<file path="config.mk">
export PLATFORM = sky130hd
export DESIGN_NAME = zion_basic_circuit_lib_vld_pipe_dff
export DESIGN_NICKNAME = d
export VERILOG_FILES = /design/src/rtl/zion_basic_circuit_lib_vld_pipe_pkg.sv /design/src/rtl/zion_basic_circuit_lib_vld_pipe_stage.sv /design/src/rtl/zion_basic_circuit_lib_vld_pipe_dff.sv
export SDC_FILE = /design/constraint.sdc
export NUM_CORES = 1
export LEC_CHECK = 0
export BUFFER_PORTS_ARGS = -buffer_cell sky130_fd_sc_hd__clkbuf_2
export CAP_MARGIN = 20
export CORE_MARGIN = 1.5
export CORE_UTILIZATION = 51
export CTS_CLUSTER_SIZE = 40
export DETAILED_ROUTE_END_ITERATION = 10
export GPL_ROUTABILITY_DRIVEN = 0
export PLACE_DENSITY = 0.76
export SETUP_SLACK_MARGIN = 0.2
export SYNTH_ARGS = -nofsm -noshare
export SYNTH_HDL_FRONTEND = slang
export SYNTH_SLANG_ARGS = --single-unit
</file>
<file path="constraint.sdc">
create_clock -name clk -period 1.7 [get_ports clk]
set_clock_uncertainty 0.2 [all_clocks]
set_input_delay 0.34 -clock clk [delete_from_list [all_inputs] [get_ports clk]]
set_output_delay 0.34 -clock clk [all_outputs]
set_load 0.02 [all_outputs]
</file>
<file path="src/rtl/zion_basic_circuit_lib_vld_pipe_pkg.sv">
// -----------------------------------------------------------------------------
// zion_basic_circuit_lib_vld_pipe_pkg
//
// Shared constants and helpers for the valid/ready register pipeline
// (zion_basic_circuit_lib_vld_pipe_dff and its per-stage cell).
//
// Contents:
//   VLD_PIPE_DEPTH_MIN / VLD_PIPE_DEPTH_MAX : legal range of the DEPTH parameter
//   vld_pipe_occ_width(depth)               : width of the occupancy count that
//                                             must represent 0..depth
//   vld_pipe_depth_ok(depth)                : 1 when depth is inside the legal range
// -----------------------------------------------------------------------------
package zion_basic_circuit_lib_vld_pipe_pkg;

  localparam int VLD_PIPE_DEPTH_MIN = 1;
  localparam int VLD_PIPE_DEPTH_MAX = 16;

  // The count ranges over 0..depth inclusive, hence depth+1 distinct values.
  function automatic int vld_pipe_occ_width(input int depth);
    return $clog2(depth + 1);
  endfunction

  function automatic logic vld_pipe_depth_ok(input int depth);
    return (depth >= VLD_PIPE_DEPTH_MIN) && (depth <= VLD_PIPE_DEPTH_MAX);
  endfunction

endpackage

</file>
<file path="src/rtl/zion_basic_circuit_lib_vld_pipe_stage.sv">
// -----------------------------------------------------------------------------
// zion_basic_circuit_lib_vld_pipe_stage
//
// One register stage of the valid/ready pipeline: a valid flag plus a data
// register, with bubble-collapsing advance logic.
//
// Ports:
//   clk      : clock, rising edge
//   rst      : synchronous active-low reset (vld -> 0, dat -> INI_DATA)
//   flush    : synchronous flush, clears vld and holds dat
//   vld_in   : valid of the upstream neighbour (or the pipeline input)
//   dat_in   : data of the upstream neighbour (or the pipeline input)
//   adv_in   : downstream neighbour can take this stage's contents
//              (for the last stage this is the downstream ready)
//   vld      : registered valid of this stage
//   dat      : registered data of this stage
//   adv      : this stage loads from upstream at the next edge
// -----------------------------------------------------------------------------
module zion_basic_circuit_lib_vld_pipe_stage #(
  parameter int                WIDTH    = 8,
  parameter logic [WIDTH-1:0]  INI_DATA = '0
) (
  input  logic             clk,
  input  logic             rst,
  input  logic             flush,
  input  logic             vld_in,
  input  logic [WIDTH-1:0] dat_in,
  input  logic             adv_in,
  output logic             vld,
  output logic [WIDTH-1:0] dat,
  output logic             adv
);

  logic             vld_q;
  logic [WIDTH-1:0] dat_q;

  // An empty stage can always take a new beat, so bubbles are squeezed out
  // even when the downstream side is stalled.
  assign adv = ~vld_q | adv_in;

  always_ff @(posedge clk) begin
    if (!rst) begin
      vld_q <= 1'b0;
      dat_q <= INI_DATA;
    end else begin
      if (flush) begin
        vld_q <= 1'b0;
      end else if (adv) begin
        vld_q <= vld_in;
      end
      // Data only moves with a real beat; bubbles and flushes leave it alone,
      // which keeps the data path quiet when nothing is flowing.
      if (adv && vld_in && !flush) begin
        dat_q <= dat_in;
      end
    end
  end

  assign vld = vld_q;
  assign dat = dat_q;

endmodule

</file>
<file path="src/rtl/zion_basic_circuit_lib_vld_pipe_dff.sv">
// -----------------------------------------------------------------------------
// zion_basic_circuit_lib_vld_pipe_dff
//
// DEPTH-stage valid/ready register pipeline with bubble collapsing, built as a
// generate chain of zion_basic_circuit_lib_vld_pipe_stage cells. Stage 0 is the
// input end; stage DEPTH-1 drives oVld/oDat.
//
// Handshake: a beat moves across an interface on a rising edge where valid and
// ready are both 1 in the preceding cycle; valid never depends on ready of the
// same interface, ready (oRdy) is combinational from iRdy, iFlush, rst and the
// stage valids; data is only meaningful while the matching valid is 1.
//
// Parameters:
//   WIDTH_IN  : input data width
//   WIDTH_OUT : output data width, must equal WIDTH_IN
//   DEPTH     : number of register stages, 1..16
//   INI_DATA  : reset value of every stage data register
//
// Ports:
//   clk    : clock, rising edge
//   rst    : synchronous active-low reset; overrides iFlush and iVld
//   iFlush : synchronous flush; clears all valids, holds data, ignores iVld
//   iVld   : upstream valid
//   oRdy   : upstream ready
//   iDat   : upstream data
//   oVld   : downstream valid (stage DEPTH-1)
//   iRdy   : downstream ready
//   oDat   : downstream data (stage DEPTH-1)
//   oOcc   : number of valid stages (only with ZION_VLD_PIPE_DFF_OCC_EN)
//
// Build options:
//   ZION_VLD_PIPE_DFF_OCC_EN : adds the registered oOcc occupancy output
//   CHECK_ERR_EXIT           : a bad parameter set stops elaboration
// -----------------------------------------------------------------------------
module zion_basic_circuit_lib_vld_pipe_dff
  import zion_basic_circuit_lib_vld_pipe_pkg::*;
#(
  parameter int                   WIDTH_IN  = 8,
  parameter int                   WIDTH_OUT = 8,
  parameter int                   DEPTH     = 2,
  parameter logic [WIDTH_IN-1:0]  INI_DATA  = '0
) (
  input  logic                 clk,
  input  logic                 rst,
  input  logic                 iFlush,
  input  logic                 iVld,
  output logic                 oRdy,
  input  logic [WIDTH_IN-1:0]  iDat,
  output logic                 oVld,
  input  logic                 iRdy,
  output logic [WIDTH_OUT-1:0] oDat
`ifdef ZION_VLD_PIPE_DFF_OCC_EN
  ,
  output logic [vld_pipe_occ_width(DEPTH)-1:0] oOcc
`endif
);

  // ---------------------------------------------------------------------------
  // Parameter sanity check at elaboration
  // ---------------------------------------------------------------------------
  if ((WIDTH_IN != WIDTH_OUT) || !vld_pipe_depth_ok(DEPTH)) begin : g_param_err
    $error("zion_basic_circuit_lib_vld_pipe_dff: bad parameters WIDTH_IN=%0d WIDTH_OUT=%0d DEPTH=%0d (DEPTH must be %0d..%0d, widths equal)",
           WIDTH_IN, WIDTH_OUT, DEPTH, VLD_PIPE_DEPTH_MIN, VLD_PIPE_DEPTH_MAX);
`ifdef CHECK_ERR_EXIT
    $fatal(1, "zion_basic_circuit_lib_vld_pipe_dff: stopping on bad parameters");
`endif
  end

  // ---------------------------------------------------------------------------
  // Stage chain
  // ---------------------------------------------------------------------------
  logic [DEPTH-1:0]    vld;
  logic [DEPTH-1:0]    adv;
  logic [WIDTH_IN-1:0] dat [DEPTH];

  for (genvar k = 0; k < DEPTH; k++) begin : g_stage
    logic                up_vld;
    logic [WIDTH_IN-1:0] up_dat;
    logic                dn_adv;

    if (k == 0) begin : g_head
      // iVld needs no flush masking here: the stage clears its valid on
      // flush regardless of what it is offered.
      assign up_vld = iVld;
      assign up_dat = iDat;
    end else begin : g_body
      assign up_vld = vld[k-1];
      assign up_dat = dat[k-1];
    end

    if (k == DEPTH - 1) begin : g_tail
      assign dn_adv = iRdy;
    end else begin : g_mid
      assign dn_adv = adv[k+1];
    end

    zion_basic_circuit_lib_vld_pipe_stage #(
      .WIDTH    (WIDTH_IN),
      .INI_DATA (INI_DATA)
    ) u_stage (
      .clk    (clk),
      .rst    (rst),
      .flush  (iFlush),
      .vld_in (up_vld),
      .dat_in (up_dat),
      .adv_in (dn_adv),
      .vld    (vld[k]),
      .dat    (dat[k]),
      .adv    (adv[k])
    );
  end

  // ---------------------------------------------------------------------------
  // Outputs
  // ---------------------------------------------------------------------------
  // The outputs are forced to their reset values while rst is low so that the
  // interface is quiet from the first reset cycle, before any edge has
  // loaded the registers.
  assign oRdy = rst & ~iFlush & adv[0];
  assign oVld = rst & vld[DEPTH-1];
  assign oDat = rst ? dat[DEPTH-1] : INI_DATA;

`ifdef ZION_VLD_PIPE_DFF_OCC_EN
  // ---------------------------------------------------------------------------
  // Occupancy counter
  // ---------------------------------------------------------------------------
  // Bubble collapsing moves beats between stages without changing how many
  // there are, so the valid count only changes by the beats entering at the
  // top and leaving at the bottom. Tracking those two events keeps the count
  // in step with the valids on the same edge without a population count.
  localparam int OCC_W = vld_pipe_occ_width(DEPTH);

  logic [OCC_W-1:0] occ_q;
  logic             beat_in;
  logic             beat_out;

  assign beat_in  = oRdy & iVld;          // oRdy already excludes reset and flush
  assign beat_out = vld[DEPTH-1] & iRdy;

  always_ff @(posedge clk) begin
    if (!rst) begin
      occ_q <= '0;
    end else if (iFlush) begin
      occ_q <= '0;
    end else begin
      occ_q <= occ_q + OCC_W'(beat_in) - OCC_W'(beat_out);
    end
  end

  assign oOcc = rst ? occ_q : '0;
`endif

endmodule
</file>
==> metrics.md, run 1 <==
| Metric | Value |
|---|---|
| Initial antenna violation count | 0 |
| Status | complete, no violations |
| Cell taking the most area after synthesis | dfxtp_1 |
| Hold-fix buffers, CTS | 0 |
| Slowest cell delay on critical path | 0.33 ns |
| Worst-path clk slew | ~0.1 ns |
| CTS tree | built |
| Final net count | between 100 and 150 |
| Die Wd | between 40 and 50 um |
| Inserted Diodes | 0 |
| Root Buffer Master | clkbuf_4 |
| FF-to-FF End | g_stage[0].u_stage.dat[5] |
| Non-filler cells, final | between 100 and 150 |
| GRT overflow | 0 |
| Net count after synthesis | between 100 and 150 |
| Final setup TNS | 0 ns |
| Most common cell after layout, fill and taps aside | clkbuf_2 |
| Residual DRC | 0 |
| Actual slew at the worst max-slew pin | ~0.35 ns |
| TritonRoute pass-1 iters | 4 |
| # port buffers | 22 |
| Io pins | 23 |
| Endpoints failing setup | 0 |
| Vias in the first global route | approximately 670 |
| Worst hold slack | around 0.065 ns |
| Pleak | approximately 0.46 nW |
| Gate Count Post-Synth | 93 |
| Reg2reg path depth | 5 |
| Dpl cell area | ~940 um^2 |
| First-pass GRT wire length | between 2000 and 3000 um |
| Sequential area share after synthesis | between 40% and 50% |
| Period utilisation layout | roughly nine tenths |
| WP data arrival | 1.00 ns |
| RSZ-0062 raised after global routing | yes |
| Crit path kind | flip-flop to primary output |
| Placeable Area | ~1500 um^2 |
| Vias/cell | roughly 5.4 |
| Most frequent cells in the layout | clkbuf_2, nand2_1, dfxtp_1 |
| Critical path startpoint category | flip-flop |
| DRT iter0 DRCs | 15 |
| Clock buffer depth | 2 |
| GR Util All Layers | 21.12% |
| H-tree Lvls | 1 |
| Synth top area share | a little over two fifths |
| DR WL/cell | approximately 13 um |
| Die area | 1875 um^2 |
| DP HPWL | approximately 1100 um |
| Area Growth Syn to Fin | 27.49% |
| Crit path required time | 1.16 ns |
| Later-pin clock latency in the skew report | ~0.29 ns |
| Post-synth cell types | 19 |
| Final hold violation count | 0 |
| Worst R2R Setup Slack | about 0.32 ns |
| Share of cells above drive strength 1 | between 30% and 40% |
| Register bit count reported by yosys | 18 |
| Cell Chain, Critical Path | nor2b_4 -> a21oi_2 -> buf_4 |
| Cell at the slowest stage of the critical path | dfxtp_2 |
| Post-route cell area | roughly 1100 um^2 |
| Num CTS Buffers | 3 |
| Initial Utilization | 54.98% |
| Detail Route Antenna Nets | 0 |
| Crit path launch | g_stage[1].u_stage.vld |
| Vias | 728 |
| Die Y-Extent | 43.30 um |
| VDD IR max | between 0.5 and 0.6 mV |
| CP max FO | 3 |
| F_max | 650.9 MHz |
| Max-cap violations | 0 |
| Max_slew headroom | about three quarters |
| Worst reg2reg startpoint | g_stage[1].u_stage.vld |
| Crit path time final | approximately 1.5 ns |
| Row cnt | 14 |
| Synthesized cell area | between 800 and 900 um^2 |
| Critical Path Sink Type | primary output |
| Largest net degree at the start of global routing | 15 |
| Max Slew Vio Count | 0 |
| Pwr dens | ~750 nW/um^2 |
| CTS sink cnt | 18 |
| CP endpoint | oRdy |
| Worst min path class | input port to flip-flop |
| DRT Wirelength | approximately 1700 um |
| Yosys warnings | 0 |
| Placed cell count | roughly 130 |
| Mean Syn Cell Area | between 8 and 9 um^2 |
| Top cells by area, synth | dfxtp_1, mux2i_1, a21boi_1 |
registers in the layout (all words and copies together) (netlist names):
signal,flops
g_stage.u_stage.vld,2
g_stage.u_stage.dat,16
cells by family after synthesis:
| logic type | Yosys count | share of synthesized area [%] |
|---|---|---|
| muxes | 8 | 9.668 |
| DFF | 18 | 43.51 |
| and+or+nand+nor | 42 | 26.74 |
| AOI/OAI and AO/OA | 19 | 15.26 |
| buffers and inverters | 6 | 4.834 |
worst max-delay path: cells and delay by family (launching register included):
kind / cells / cell delay, ns
AOI/OAI and AO/OA: 1 / 0.10
DFF: 1 / 0.33
buffers and inverters: 1 / 0.14
and+or+nand+nor: 1 / 0.12
worst min path at each step:
stage / start / endpoint / slack, ns / depth (start not counted)
6_report: iDat[1] / g_stage[0].u_stage.dat[1] / 0.07 / 3
5_1_grt: iDat[1] / g_stage[0].u_stage.dat[1] / 0.06 / 3
4_1_cts: iDat[6] / g_stage[0].u_stage.dat[6] / 0.06 / 3
3_5_place_dp: g_stage[0].u_stage.dat[1] / g_stage[0].u_stage.dat[1] / 0.26 / 2
3_3_place_gp: g_stage[0].u_stage.dat[3] / g_stage[0].u_stage.dat[3] / 0.25 / 2
2_1_floorplan: g_stage[0].u_stage.dat[0] / g_stage[0].u_stage.dat[0] / 0.23 / 2
cell type report:
type                    instances  area [um^2]
clock buffers                   4        36.28
fillers                       132        450.4
multi-input cells              69        431.7
flip-flops and latches         18        362.8
well taps                      16        20.02
repair buffers                 27        205.2
cells in the mapped netlist (all sizes together):
cell and number:
a21oi 3, dfxtp 18, buf 4, and2b 1
nand2b 4, and2 9, nor2b 1, clkbuf 2
nand3 8, a21boi 8, nor2 3, mux2i 8
nand2 16, o21ai 8
stage by stage:
stage	power [W]	setup slack [ns]	utilization, %
3_3_place_gp	0.0005238	0.1782	62.29
3_5_place_dp	0.0005267	0.1669	62.29
2_1_floorplan	0.0004966	0.2138	-
4_1_cts	0.0007931	0.1332	68.11
6_report	0.0007952	0.1638	70.10
5_1_grt	0.0008299	0.1206	70.10
metal layers:
metal / up-vias / GRT usage, % / part of all wire (%) / routed length (um)
li1: 363 / - / - / -
met1: 332 / 25.00 / 44 / 752
met2: 27 / 35.82 / 49 / 842
met3: 6 / 5.532 / 5.0 / 86
met4: 0 / 9.091 / 2.7 / 46
met5: - / 0 / 0 / 0
repair_timing:
item,in CTS,in global routing
setup endpoints to repair,9,18
buffers inserted,1,2
gates resized for setup,5,5
pin swaps,1,1
cloned,1,0
hold endpoints to repair,0,0
report_power, final:
part / total [W] / switching (W) / internal [W] / leakage, nW
clock: 0.000257 / 0.000127 / 0.000131 / 0.0210
sequential: 0.000442 / 0.00000806 / 0.000434 / 0.147
combinational: 0.0000957 / 0.0000426 / 0.0000531 / 0.289
Power figures use the tool's default switching activity.
==> run 2: changes to the inputs <==
Settings changed: CORE_ASPECT_RATIO set to 1.4, CORE_UTILIZATION 51 to 44, PLACE_DENSITY 0.76 to 0.7.
Clock period 1.7 ns to 1.4 ns, I/O delays scaled along.
==> run 2 against run 1 <==
The flow now finishes with violations (negative setup slack). Power up 24%. Setup slack lost 0.27 ns. Sequential cell count did not move. Clock power rose by 23%. Sequential power rose by 21%. Utilization grew 5.3 points. Count of clock-buffer cells in the layout unchanged. Register-to-register slack worse by 0.41 ns. First-iteration DRC count shrank 60%. Global-route usage down 0.39 points.
==> metrics.md, run 2 (synthesis gave the netlist of run 1 again) <==
| Metric | Value |
|---|---|
| GRT busiest layer | met2 |
| Die Wd | approximately 40 um |
| DRT iter0 DRCs | 6 |
| Met2 usage | 34.15% |
| Final setup TNS | -0.7658 ns |
| Vias | 775 |
| Internal power | about 0.00076 W |
| H-tree Lvls | 1 |
| Cell Chain, Critical Path | nor2b_4 -> a21oi_4 -> buf_8 |
| F_max | approximately 660 MHz |
| Psw | ~0.00023 W |
| Max reg flops | 16 |
| Initial antenna violation count | 0 |
| Num CTS Buffers | 3 |
| Combinational power share | 13.9% |
| Share of cells above drive strength 1 | a little under three fifths |
| Clock buffer depth | 2 |
| VDD IR max | around 0.65 mV |
| Pleak | around 0.56 nW |
| GRT overflow | 0 |
| Die area | 2155 um^2 |
| First-pass GRT wire length | slightly below 3000 um |
| Final hold violation count | 0 |
| Critical path startpoint category | flip-flop |
| Residual DRC | 0 |
| Io pins | 23 |
| Failing checks | negative setup slack |
| DR WL/cell | approximately 13 um |
| Largest net degree at the start of global routing | 17 |
| DP HPWL | ~1200 um |
| Final net count | 146 |
| WP data arrival | a little over 1 ns |
| Area Growth Syn to Fin | 59.97% |
| Detail Route Antenna Nets | 0 |
| Initial Utilization | between 40% and 50% |
| Endpoints failing setup | 13 |
| Inserted Diodes | 0 |
| RSZ-0062 raised after global routing | yes |
| Max-cap violations | 0 |
| Cell at the slowest stage of the critical path | dfxtp_2 |
| Later-pin clock latency in the skew report | between 0.2 and 0.3 ns |
| Most common cell after layout, fill and taps aside | nand2_1 |
| Clock share of power | between 30% and 40% |
| Crit path kind | flip-flop to primary output |
| Met3 Usage GRT | 2.846% |
| Placeable Area | 1757 um^2 |
| TritonRoute pass-1 iters | 4 |
| Period utilisation layout | 107.5% |
| Reg power frac | 54.1% |
| CTS sink cnt | 18 |
| Crit path required time | 0.92 ns |
| Worst-path clk slew | roughly 0.1 ns |
| CTS tree | built |
| Max Slew Vio Count | 0 |
| Vias in the first global route | a little under 700 |
| # port buffers | 22 |
| Slowest cell delay on critical path | between 0.3 and 0.4 ns |
| CP max FO | 3 |
| Vias/cell | 5.099 |
| Row cnt | 18 |
| Most frequent cells in the layout | nand2_1, clkbuf_2, buf_8, buf_4, dfxtp_2 |
| Actual slew at the worst max-slew pin | between 0.3 and 0.4 ns |
| Pwr dens | between 700 and 800 nW/um^2 |
| Max_slew headroom | around three quarters |
| Root Buffer Master | clkbuf_4 |
| Place WS | around 0.033 ns |
| Status | finished with violations |
| Crit path time final | ~1.5 ns |
| Final Worst Setup Slack | -0.1054 ns |
| M1 GR Usage | 24.43% |
| Sw Share | 23.21% |
| DRT Wirelength | 1979 um |
| GR Util All Layers | about 21% |
| Critical Path Sink Type | primary output |
| Worst min path class | input port to flip-flop |
| Die Y-Extent | between 50 and 60 um |
## run 2: changes by cell type in the layout (fill, tap and decap cells not counted), sizes merged
cell / before / now
buf: 8 / 26
bufbuf: 1 / 0
clkbuf: 22 / 16
dlygate4sd3: 0 / 3
## run 2: stage by stage
| step | util, % | instance area [um^2] | power (W) | hold slack (ns) | std cells |
|---|---|---|---|---|---|
| final | 75.43 | 1325 | 0.0009889 | 0.009907 | 152 |
| after detailed placement | 58.40 | 1026 | 0.0006560 | 0.2510 | 138 |
| after global placement | 58.40 | 1026 | 0.0006518 | 0.2442 | 138 |
| after floorplan | - | 854.6 | 0.0006061 | 0.1974 | 93 |
| after CTS | 71.08 | 1249 | 0.0009870 | 0.002952 | 147 |
| after global routing | 75.43 | 1325 | 0.001027 | 0.02418 | 152 |
## run 2: worst paths after layout
| kind | start | end | slack [ns] | depth (start not counted) |
|---|---|---|---|---|
| max | g_stage[1].u_stage.vld | oRdy | -0.11 | 3 |
| min | iDat[1] | g_stage[0].u_stage.dat[1] | 0.01 | 3 |
| max reg2reg | g_stage[1].u_stage.vld | g_stage[0].u_stage.dat[6] | -0.09 | 6 |
| min reg2reg | g_stage[1].u_stage.dat[6] | g_stage[1].u_stage.dat[6] | 0.25 | 2 |
## run 2: power by group through the flow
stage                     logic (W)  registers, W  clock network [W]
after floorplan           0.0000602      0.000546                  0
after global placement     0.000106      0.000546                  0
after detailed placement   0.000109      0.000547                  0
after CTS                  0.000128      0.000535           0.000325
after global routing       0.000148      0.000536           0.000343
final                      0.000137      0.000535           0.000317
## run 2: critical path, delay by kind of cell, from the launching register on
family | cells | cell delay (ns)
AND/OR/NAND/NOR | 1 | 0.18
buffers and inverters | 1 | 0.13
flip-flops | 1 | 0.36
AO/OA/AOI/OAI | 1 | 0.07
## run 2: area by class of cell
type | count | area [um^2]
multi-input combinational | 69 | 499.2
fill | 126 | 431.7
timing repair buffer | 41 | 391.6
sequential | 18 | 372.9
clock buffer | 4 | 36.28
tap | 20 | 25.02
## run 2: what timing repair did
| item | CTS | global route |
|---|---|---|
| pin swaps | 11 | 6 |
| setup buffers | 3 | 4 |
| hold endpoints to repair | 2 | 1 |
| endpoints found under the setup margin | 26 | 28 |
| gates resized for setup | 52 | 17 |
| hold buffers | 2 | 1 |
## run 2: routing by layer
metal	up-vias	share of wire [%]
li1	391	-
met2	19	55
met3	7	2.2
met1	358	40
met4	0	2.7
met5	-	0
